**config.mk**
```make
export PLATFORM = sky130hd
export DESIGN_NAME = exception_unit
export DESIGN_NICKNAME = d
export VERILOG_FILES = /design/src/rtl/exception_unit_pkg.sv /design/src/rtl/exception_unit_irq_sync.sv /design/src/rtl/exception_unit.sv
export SDC_FILE = /design/constraint.sdc
export NUM_CORES = 1
export LEC_CHECK = 0
export BUFFER_PORTS_ARGS = -buffer_cell sky130_fd_sc_hd__buf_4
export CAP_MARGIN = 20
export CORE_MARGIN = 3
export CORE_UTILIZATION = 48
export CTS_BUF_LIST = sky130_fd_sc_hd__clkbuf_4 sky130_fd_sc_hd__clkbuf_8 sky130_fd_sc_hd__clkbuf_16
export DETAILED_ROUTE_END_ITERATION = 8
export PLACE_DENSITY = 0.95
export SLEW_MARGIN = 20
export SYNTH_ARGS = -nofsm -noshare
export SYNTH_HDL_FRONTEND = slang
export SYNTH_SLANG_ARGS = --single-unit
```
**constraint.sdc**
```tcl
create_clock -name clk -period 3.53 [get_ports clk]
set_input_delay 0.353 -clock clk [delete_from_list [all_inputs] [get_ports clk]]
set_output_delay 0.353 -clock clk [all_outputs]
set_load 0.01 [all_outputs]
```
**src/rtl/exception_unit_pkg.sv**
```systemverilog
// Shared types and constants for the exception unit.
//   exc_code_t  : COP0 Cause.ExcCode values produced by this block
//   exc_state_t : redirect handshake state
//   mem_exc_t   : exception flags raised by the MEM stage
//   exc_select  : priority pick among interrupt and MEM exception flags
package exception_unit_pkg;

    localparam int unsigned XLEN             = 32;
    localparam int unsigned CODE_W           = 5;
    localparam int unsigned IP_W             = 8;
    localparam int unsigned HW_INT_W_DEFAULT = 6;
    localparam logic [XLEN-1:0] EXC_VECTOR_DEFAULT = 32'hBFC0_0380;

    typedef enum logic [CODE_W-1:0] {
        EXC_INT  = 5'd0,
        EXC_ADEL = 5'd4,
        EXC_ADES = 5'd5,
        EXC_SYS  = 5'd8,
        EXC_BP   = 5'd9,
        EXC_RI   = 5'd10,
        EXC_OV   = 5'd12
    } exc_code_t;

    typedef enum logic {
        IDLE     = 1'b0,
        REDIRECT = 1'b1
    } exc_state_t;

    typedef struct packed {
        logic adel;
        logic ades;
        logic ri;
        logic ov;
        logic sys;
        logic bp;
    } mem_exc_t;

    // Anything (interrupt or MEM fault) that vectors to the exception handler.
    function automatic logic exc_any(input logic irq, input mem_exc_t f);
        return irq | (|f);
    endfunction

    // Fixed priority: interrupt, AdEL, AdES, RI, Ov, Sys, Bp.
    function automatic exc_code_t exc_select(input logic irq, input mem_exc_t f);
        exc_code_t code;
        code = EXC_INT;
        if (irq)         code = EXC_INT;
        else if (f.adel) code = EXC_ADEL;
        else if (f.ades) code = EXC_ADES;
        else if (f.ri)   code = EXC_RI;
        else if (f.ov)   code = EXC_OV;
        else if (f.sys)  code = EXC_SYS;
        else if (f.bp)   code = EXC_BP;
        return code;
    endfunction

    // Address errors are the only codes that report BadVAddr.
    function automatic logic exc_has_badvaddr(input exc_code_t code);
        return (code == EXC_ADEL) || (code == EXC_ADES);
    endfunction

endpackage

```
**src/rtl/exception_unit_irq_sync.sv**
```systemverilog
// Synchroniser for the external interrupt lines.
// Build option: EXC_IRQ_SYNC_EN defined -> two flops per bit (2-cycle lag),
// undefined -> one register stage (1-cycle lag).
// Ports:
//   clk, rst_n : clock, synchronous active-low reset
//   async_in   : raw hw interrupt lines
//   sync_out   : registered/synchronised lines
module exception_unit_irq_sync #(
    parameter int unsigned W = 6
) (
    input  logic         clk,
    input  logic         rst_n,
    input  logic [W-1:0] async_in,
    output logic [W-1:0] sync_out
);

`ifdef EXC_IRQ_SYNC_EN
    logic [W-1:0] meta;

    // Two-stage metastability filter.
    always_ff @(posedge clk) begin
        if (!rst_n) begin
            meta     <= '0;
            sync_out <= '0;
        end else begin
            meta     <= async_in;
            sync_out <= meta;
        end
    end
`else
    // Single capture stage.
    always_ff @(posedge clk) begin
        if (!rst_n) begin
            sync_out <= '0;
        end else begin
            sync_out <= async_in;
        end
    end
`endif

endmodule

```
**src/rtl/exception_unit.sv**
```systemverilog
// Exception unit: prioritises MEM-stage exceptions and interrupts, pulses the
// COP0 commit interface, kills younger instructions and redirects fetch to the
// exception vector (or to EPC on ERET).
// Build option: EXC_IRQ_SYNC_EN selects a 2-flop hw_int synchroniser.
// Ports:
//   clk, rst_n                 : clock, synchronous active-low reset
//   mem_*                      : MEM-stage instruction, PC, BD flag, fault flags
//   hw_int, sw_int             : external and software interrupt sources
//   epc_address                : EPC from COP0 (ERET target)
//   allow_interrupt            : global interrupt enable from COP0
//   interrupt_flag             : Status.IM from COP0
//   redirect_ready             : fetch accepts the redirect
//   flush                      : combinational kill of IF..MEM
//   exp_*                      : registered commit pulse to COP0
//   redirect_valid/redirect_pc : registered redirect request to fetch
//   int_pending                : pending-interrupt vector for Cause.IP
module exception_unit
    import exception_unit_pkg::*;
#(
    parameter logic [31:0] EXC_VECTOR = EXC_VECTOR_DEFAULT,
    parameter int unsigned HW_INT_W   = HW_INT_W_DEFAULT
) (
    input  logic                clk,
    input  logic                rst_n,
    input  logic                mem_valid,
    input  logic [31:0]         mem_pc,
    input  logic                mem_bd,
    input  logic                mem_adel,
    input  logic                mem_ades,
    input  logic                mem_sys,
    input  logic                mem_bp,
    input  logic                mem_ri,
    input  logic                mem_ov,
    input  logic                mem_eret,
    input  logic [31:0]         mem_badvaddr,
    input  logic [HW_INT_W-1:0] hw_int,
    input  logic [1:0]          sw_int,
    input  logic [31:0]         epc_address,
    input  logic                allow_interrupt,
    input  logic [7:0]          interrupt_flag,
    input  logic                redirect_ready,
    output logic                flush,
    output logic                exp_en,
    output logic                exp_badvaddr_en,
    output logic                exp_bd,
    output logic [4:0]          exp_code,
    output logic [31:0]         exp_badvaddr,
    output logic [31:0]         exp_epc,
    output logic                redirect_valid,
    output logic [31:0]         redirect_pc,
    output logic [7:0]          int_pending
);

    localparam int unsigned IP_RAW_W = HW_INT_W + 2;

    logic [HW_INT_W-1:0] hw_sync;
    logic [IP_RAW_W-1:0] ip_raw;
    logic [IP_W-1:0]     ip;
    logic                irq;
    mem_exc_t            mem_exc;
    exc_code_t           sel_code;
    logic                take_exc;
    logic                take_eret;

    exc_state_t          state;
    exc_state_t          state_d;
    logic                exp_en_d;
    logic                exp_badvaddr_en_d;
    logic                exp_bd_d;
    logic [CODE_W-1:0]   exp_code_d;
    logic [XLEN-1:0]     exp_badvaddr_d;
    logic [XLEN-1:0]     exp_epc_d;
    logic                redirect_valid_d;
    logic [XLEN-1:0]     redirect_pc_d;

    exception_unit_irq_sync #(
        .W (HW_INT_W)
    ) u_irq_sync (
        .clk      (clk),
        .rst_n    (rst_n),
        .async_in (hw_int),
        .sync_out (hw_sync)
    );

    // Pending interrupts and the masked, globally enabled request.
    assign ip_raw      = {hw_sync, sw_int};
    assign ip          = IP_W'(ip_raw);
    assign int_pending = ip;
    assign irq         = allow_interrupt & (|(ip & interrupt_flag));

    assign mem_exc = '{adel: mem_adel, ades: mem_ades, ri: mem_ri,
                       ov: mem_ov, sys: mem_sys, bp: mem_bp};
    assign sel_code = exc_select(irq, mem_exc);

    // Next-state, commit payload and redirect target.
    always_comb begin
        state_d           = state;
        flush             = 1'b0;
        take_exc          = 1'b0;
        take_eret         = 1'b0;
        exp_en_d          = 1'b0;
        exp_badvaddr_en_d = 1'b0;
        exp_bd_d          = exp_bd;
        exp_code_d        = exp_code;
        exp_badvaddr_d    = exp_badvaddr;
        exp_epc_d         = exp_epc;
        redirect_valid_d  = redirect_valid;
        redirect_pc_d     = redirect_pc;

        case (state)
            IDLE: begin
                // Interrupts wait for a valid instruction to attach EPC to.
                if (rst_n && mem_valid) begin
                    take_exc  = exc_any(irq, mem_exc);
                    take_eret = !take_exc && mem_eret;
                end

                if (take_exc) begin
                    flush             = 1'b1;
                    state_d           = REDIRECT;
                    exp_en_d          = 1'b1;
                    exp_code_d        = sel_code;
                    exp_bd_d          = mem_bd;
                    // A delay-slot fault restarts at the branch.
                    exp_epc_d         = mem_bd ? (mem_pc - 32'd4) : mem_pc;
                    exp_badvaddr_en_d = exc_has_badvaddr(sel_code);
                    if (exc_has_badvaddr(sel_code)) begin
                        exp_badvaddr_d = mem_badvaddr;
                    end
                    redirect_valid_d  = 1'b1;
                    redirect_pc_d     = EXC_VECTOR;
                end else if (take_eret) begin
                    flush            = 1'b1;
                    state_d          = REDIRECT;
                    redirect_valid_d = 1'b1;
                    redirect_pc_d    = epc_address;
                end
            end

            REDIRECT: begin
                // Pipeline stays killed until fetch takes the new PC.
                flush = 1'b1;
                if (redirect_valid && redirect_ready) begin
                    state_d          = IDLE;
                    redirect_valid_d = 1'b0;
                end
            end

            default: begin
                state_d = IDLE;
            end
        endcase
    end

    // State and registered outputs.
    always_ff @(posedge clk) begin
        if (!rst_n) begin
            state           <= IDLE;
            exp_en          <= 1'b0;
            exp_badvaddr_en <= 1'b0;
            exp_bd          <= 1'b0;
            exp_code        <= '0;
            exp_badvaddr    <= '0;
            exp_epc         <= '0;
            redirect_valid  <= 1'b0;
            redirect_pc     <= '0;
        end else begin
            state           <= state_d;
            exp_en          <= exp_en_d;
            exp_badvaddr_en <= exp_badvaddr_en_d;
            exp_bd          <= exp_bd_d;
            exp_code        <= exp_code_d;
            exp_badvaddr    <= exp_badvaddr_d;
            exp_epc         <= exp_epc_d;
            redirect_valid  <= redirect_valid_d;
            redirect_pc     <= redirect_pc_d;
        end
    end

endmodule

```
# Word level (Yosys, flattened, before mapping)
# Cells that the tools add are included.
# word_totals
latch_bits,0
word_cells,59
register_bits,112
output_inout_bits,114
mem_bits_rw,0
n_memories,0
mem_bits_ro,0
# classes
order_cmp,0
mux,24
div,0
n_eq_ne,4
n_bitwise,6
reduce_logical,14
addsub,1
mul,0
shift,0
# op_table
op,count
$mux W32,3
$sub A32 B3 Y32 const B,1
$mux W4,7
$mux W1,11
$eq A5 B3 Y1 const B,2
$and A8 B8 Y8,1
$reduce_or A8 Y1,1
$pmux W1 S2,3
$reduce_and A2 Y1,3
$reduce_or A6 Y1,1
$logic_and A1 B1 Y1,3
$ne A3 B1 Y1 const B,1
$not A1 Y1,3
$reduce_and A3 Y1,1
$reduce_or A3 Y1,1
$ne A2 B1 Y1 const B,1
$reduce_bool A2 Y1,1
$reduce_or A2 Y1,1
$and A1 B1 Y1,1
$logic_not A1 Y1,1
$logic_or A1 B1 Y1,1
$or A1 B1 Y1,1

# Depth between registers and ports, before layout
# depth
word_depth,11
mapped_depth,7

# Cells and area by module
# From an unflattened synthesis, not the netlist that was laid out.
# unflattened
hier_cells,436
area_unflattened_um2,4474.3
# modules_own_cells
mod,cells_per_inst,area_per_inst_um2,instances
exception_unit,424,4316.6,1
exception_unit_irq_sync,12,157.7,1

# Worst setup path before layout
# OpenSTA, ideal clock, no wires.
# synth_timing
kind,in2reg
startpoint,input mem_ov
endpoint,register redirect_pc[22]
path_slack_ns,1.521
setup_ns,0.119
cell_stages,5
arrival_ns,1.891
required_time_ns,3.411
n_path_buf,1
cell_sequence,or4_4 > or3_4 > o31a_4 > buf_6 > o221a_1
# synth_via
elab_chain_len,8
elab_cells_between_ends,11
# synth_rtl
element,line_no,text
from (decl),exception_unit.sv:33,"input logic mem_ov,"
$reduce_or A6 Y1 *,exception_unit_pkg.sv:40,return irq | (|f);
$or A1 B1 Y1 *,exception_unit_pkg.sv:40,
$logic_not A1 Y1,exception_unit.sv:115,take_eret = !take_exc && mem_eret;
$logic_and A1 B1 Y1,exception_unit.sv:115,
$mux W1,exception_unit.sv:113,if (rst_n && mem_valid) begin
$mux W1,exception_unit.sv:110,case (state)
$reduce_bool A2 Y1 (no line),n/a,
$reduce_and A2 Y1 (no line),n/a,
to (signal assigned),exception_unit.sv:176,redirect_pc <= redirect_pc_d;
to (decl),exception_unit.sv:50,"output logic [31:0] redirect_pc,"
# Mark *: on every way between the ends. The rest lies on a longest branch, timed or not. The select of a mux whose other input is x is not followed.
# A chain may end at the register's enable or synchronous reset.

# Worst setup path in the final report
# layout_timing
startpoint,register u_irq_sync.sync_out[2]
endpoint,register exp_epc[4]
# layout_via
elab_chain_len,7
# layout_rtl
element,line_no,text
from (decl),exception_unit_irq_sync.sv:14,output logic [W-1:0] sync_out
from (signal assigned),exception_unit_irq_sync.sv:36,sync_out <= async_in;
$and A8 B8 Y8,exception_unit.sv:89,assign irq = allow_interrupt & (|(ip & interrupt_flag));
$reduce_or A8 Y1,exception_unit.sv:89,
$and A1 B1 Y1,exception_unit.sv:89,
$or A1 B1 Y1,exception_unit_pkg.sv:40,
$mux W1,exception_unit.sv:113,
$mux W1,exception_unit.sv:110,
$reduce_and A2 Y1 (no line),n/a,
to (signal assigned),exception_unit.sv:174,exp_epc <= exp_epc_d;
to (decl),exception_unit.sv:48,"output logic [31:0] exp_epc,"
# Every way passes these cells. The select of a mux whose other input is x is not followed.

==> results.yml <==
clocking:
  hold_buffers: 0
  cts_tree: "built"
  clkSinkCount: 111
  post_cts_buffers: 0
  cts_buffer_depth: 2
  cts_buffers: 9
  cts_resized: 0
  clk_latency_ns: 0.36
  clkTransAtPathRegs_ns: 0.11
  cts.htree.levels: 3
  cts_root_buf: "clkbuf_8"
cells_and_area:
  design_area_um2: 6380
  areaGrowthSynthToFinish_pct: 43.11
  n_antenna_cell: 0
  nNetsFinal: 816
  nFillCells: 671
  final_layout_size_suffix_gt1_frac: 0.4000
critical_path:
  cp-startpoint: "u_irq_sync.sync_out[2]$_SDFF_PN0_"
  r2r_end: "exp_epc[4]$_SDFFE_PN0P_"
  r2r_slack_ns: 0.96
  rr_startpoint: "u_irq_sync.sync_out[2]$_SDFF_PN0_"
  cp-end-kind: "flop"
  cp_max_fo: 62
  cp-start-kind: "flop"
  ff2ff_path_depth: 6
  cp.arrival_ns: 2.77
  criticalPathCategory: "flop to flop"
  worstPathRequired_ns: 3.72
  endpoint: "exp_epc[4]$_SDFFE_PN0P_"
placed_design:
  io_buffers: 237
  dp_slack_ns: 0.7661
  placed_cell_area_um2: 6198
  place.gp.congestion: 0.8634
  dp_hpwl_um: 10250
die:
  die_x_um: 102.4
  num_rows: 34
  io_pins: 239
  core-area_um2: 8891
  die_h_um: 102.4
  start_util: 0.5014
  die_area_um2: 10480
hold_path:
  holdPathStages: 3
  min-delay-start: "mem_badvaddr[11]"
  hp-class: "input pin to flop"
logic_synthesis:
  yosysSeqAreaShare: 0.4985
  ys.flop_type: "dfxtp_1"
  synth_compound_area_frac: 0.2094
  synth-simple-area-share: 0.1878
  synthesis.nets: 599
  yosysWarnings: 0
  synth_xor_area_frac: 0.05305
  ys_ff_latch: 111
  synthDistinctLibCells: 55
  synthMuxAreaShare: 0
  synth_edf_count: 0
  synth_cells: 473
  synth-adder-area-share: 0.002807
  ys_async_sr_fraction: 0
  synth_top_family_by_area: "compound AO/OA/AOI/OAI gates"
  syn_avg_cell_area_um2: 9.425
  synth_area_um2: 4458
outcome:
  outcome: "complete, no violations"
route:
  num_vias: 4336
  drtIter0Drc: 98
  route.detailed.drc: 0
  drt-vias-per-instance: 5.400
  wire_per_inst_um: 16.54
  postRouteAntennaNets: 0
  wirelength_um: 13280
  dr.pass1.iters: 4
timing:
  setup_violations: 0
  post-route-min-period_ns: 2.574
  worst_slack_ns: 0.9563
  relSlewSlack: 0.3567
  fin_crit_sh: 0.7291
  drv_slew: 0
  hold_violations: 0
  fmax_mhz: 388.6
  finClkSkew_ns: 0.01267
  worstMarginPinSlew_ns: 0.9636
  rsz0062_at_grt: "false"
  tns_ns: 0
grt:
  grt_overflow: 0
  grt_pass1_vias: 4158
  grt_pass1_wl_um: 19980
  grt_max_degree: 69
  antenna_found_initial: 0
  grt_use_total: 0.2415
pwr:
  power.leakage_nw: 2.759
  p_per_area_nw_per_um2: 396.1
  ir_worst_vdd_uv: 229.7
flow_run:
  maxCapViolations: 0
worst min path at each step:
stage | slack (ns) | to
3_3_place_gp | 0.44 | exp_badvaddr[26]$_SDFFE_PN0P_
3_5_place_dp | 0.44 | exp_badvaddr[2]$_SDFFE_PN0P_
5_1_grt | 0.18 | u_irq_sync.sync_out[3]$_SDFF_PN0_
6_report | 0.19 | exp_badvaddr[11]$_SDFFE_PN0P_
4_1_cts | 0.17 | exp_badvaddr[21]$_SDFFE_PN0P_
2_1_floorplan | 0.46 | exp_badvaddr[10]$_SDFFE_PN0P_
sequential cells by signal (all words and copies together), names as in the netlist:
signal               cells
redirect_pc             32
exp_bd                   1
exp_epc                 32
exp_code                 4
exp_en                   1
exp_badvaddr            32
state                    1
redirect_valid           1
exp_badvaddr_en          1
u_irq_sync.sync_out      6
Yosys cell counts (7+ instances only):
cell | count | area (µm²)
dfxtp_1 | 111 | 2222
clkbuf_1 | 13 | 48.80
o21ai_0 | 22 | 110.1
buf_2 | 11 | 55.05
a211oi_1 | 10 | 75.07
nor4_1 | 11 | 68.82
a21oi_1 | 22 | 110.1
and2_1 | 7 | 43.79
o221a_1 | 12 | 135.1
a22o_1 | 24 | 210.2
o21ai_1 | 26 | 130.1
nand2_1 | 82 | 307.8
nor2_1 | 24 | 90.09
nor3_1 | 10 | 50.05
xnor2_1 | 21 | 183.9
critical path, cell delays in order, from the launching register on:
cell and delay (ns):
dfxtp_1 0.34, a22o_1 0.26, o41a_1 0.55, o21ai_2 0.43
inv_2 0.48, nor2_1 0.24, a211oi_1 0.08
layer usage:
layer  GRT usage  routed length, µm  share of wire
met1      0.2673               5065           0.38
met2      0.4393               6856           0.52
met3     0.06826               1056          0.080
met4     0.08779                301          0.023
met5           0                  0              0
report_power, final:
group,internal (W),switching [W],total [W]
combinational,0.000237,0.000214,0.000452
clock,0.000266,0.000448,0.000714
sequential,0.00132,0.0000397,0.00136
final cells by class:
type,count,area [µm²],area share
well taps,108,135.1,0.02118
inverters,5,18.77,0.002942
multi-input cells,324,2028,0.3179
flip-flops and latches,111,2222,0.3483
clock inverters,7,57.56,0.009021
repair buffers,239,1794,0.2812
clock buffers,9,123.9,0.01942
cell families (layout without fill, tap and decap cells):
group           after synthesis  after routing
buf+inv                      38            260
xor+xnor                     27             27
fa+ha+maj                     1              1
other cells                   1              1
compound gates              132            132
simple gates                163            163
flops                       111            111
cells in the final DEF, fill, tap and decap left out, types with 6 or more instances in the layout:
master and n:
a22o_1 24, nand2_1 82, clkbuf_8 9, xnor2_1 21, a211oi_1 10, o21ai_1 26
dfxtp_1 111, nor4_1 11, nor2_1 24, nor3_1 9, and2_1 7, a21oi_1 22
xor2_1 6, o221a_1 12, o21ai_0 22, buf_4 239
stage by stage:
stage          utilization  hold slack (ns)  power, W  cells
3_5_place_dp        0.6972           0.4432  0.001841    787
3_3_place_gp        0.6972           0.4370  0.001820    787
2_1_floorplan            -           0.4616  0.001577    473
4_1_cts             0.7176           0.1697  0.002545    803
6_report            0.7176           0.1863  0.002527    803
5_1_grt             0.7176           0.1761  0.002638    803
Note: power is estimated with default switching activity, not from simulation.
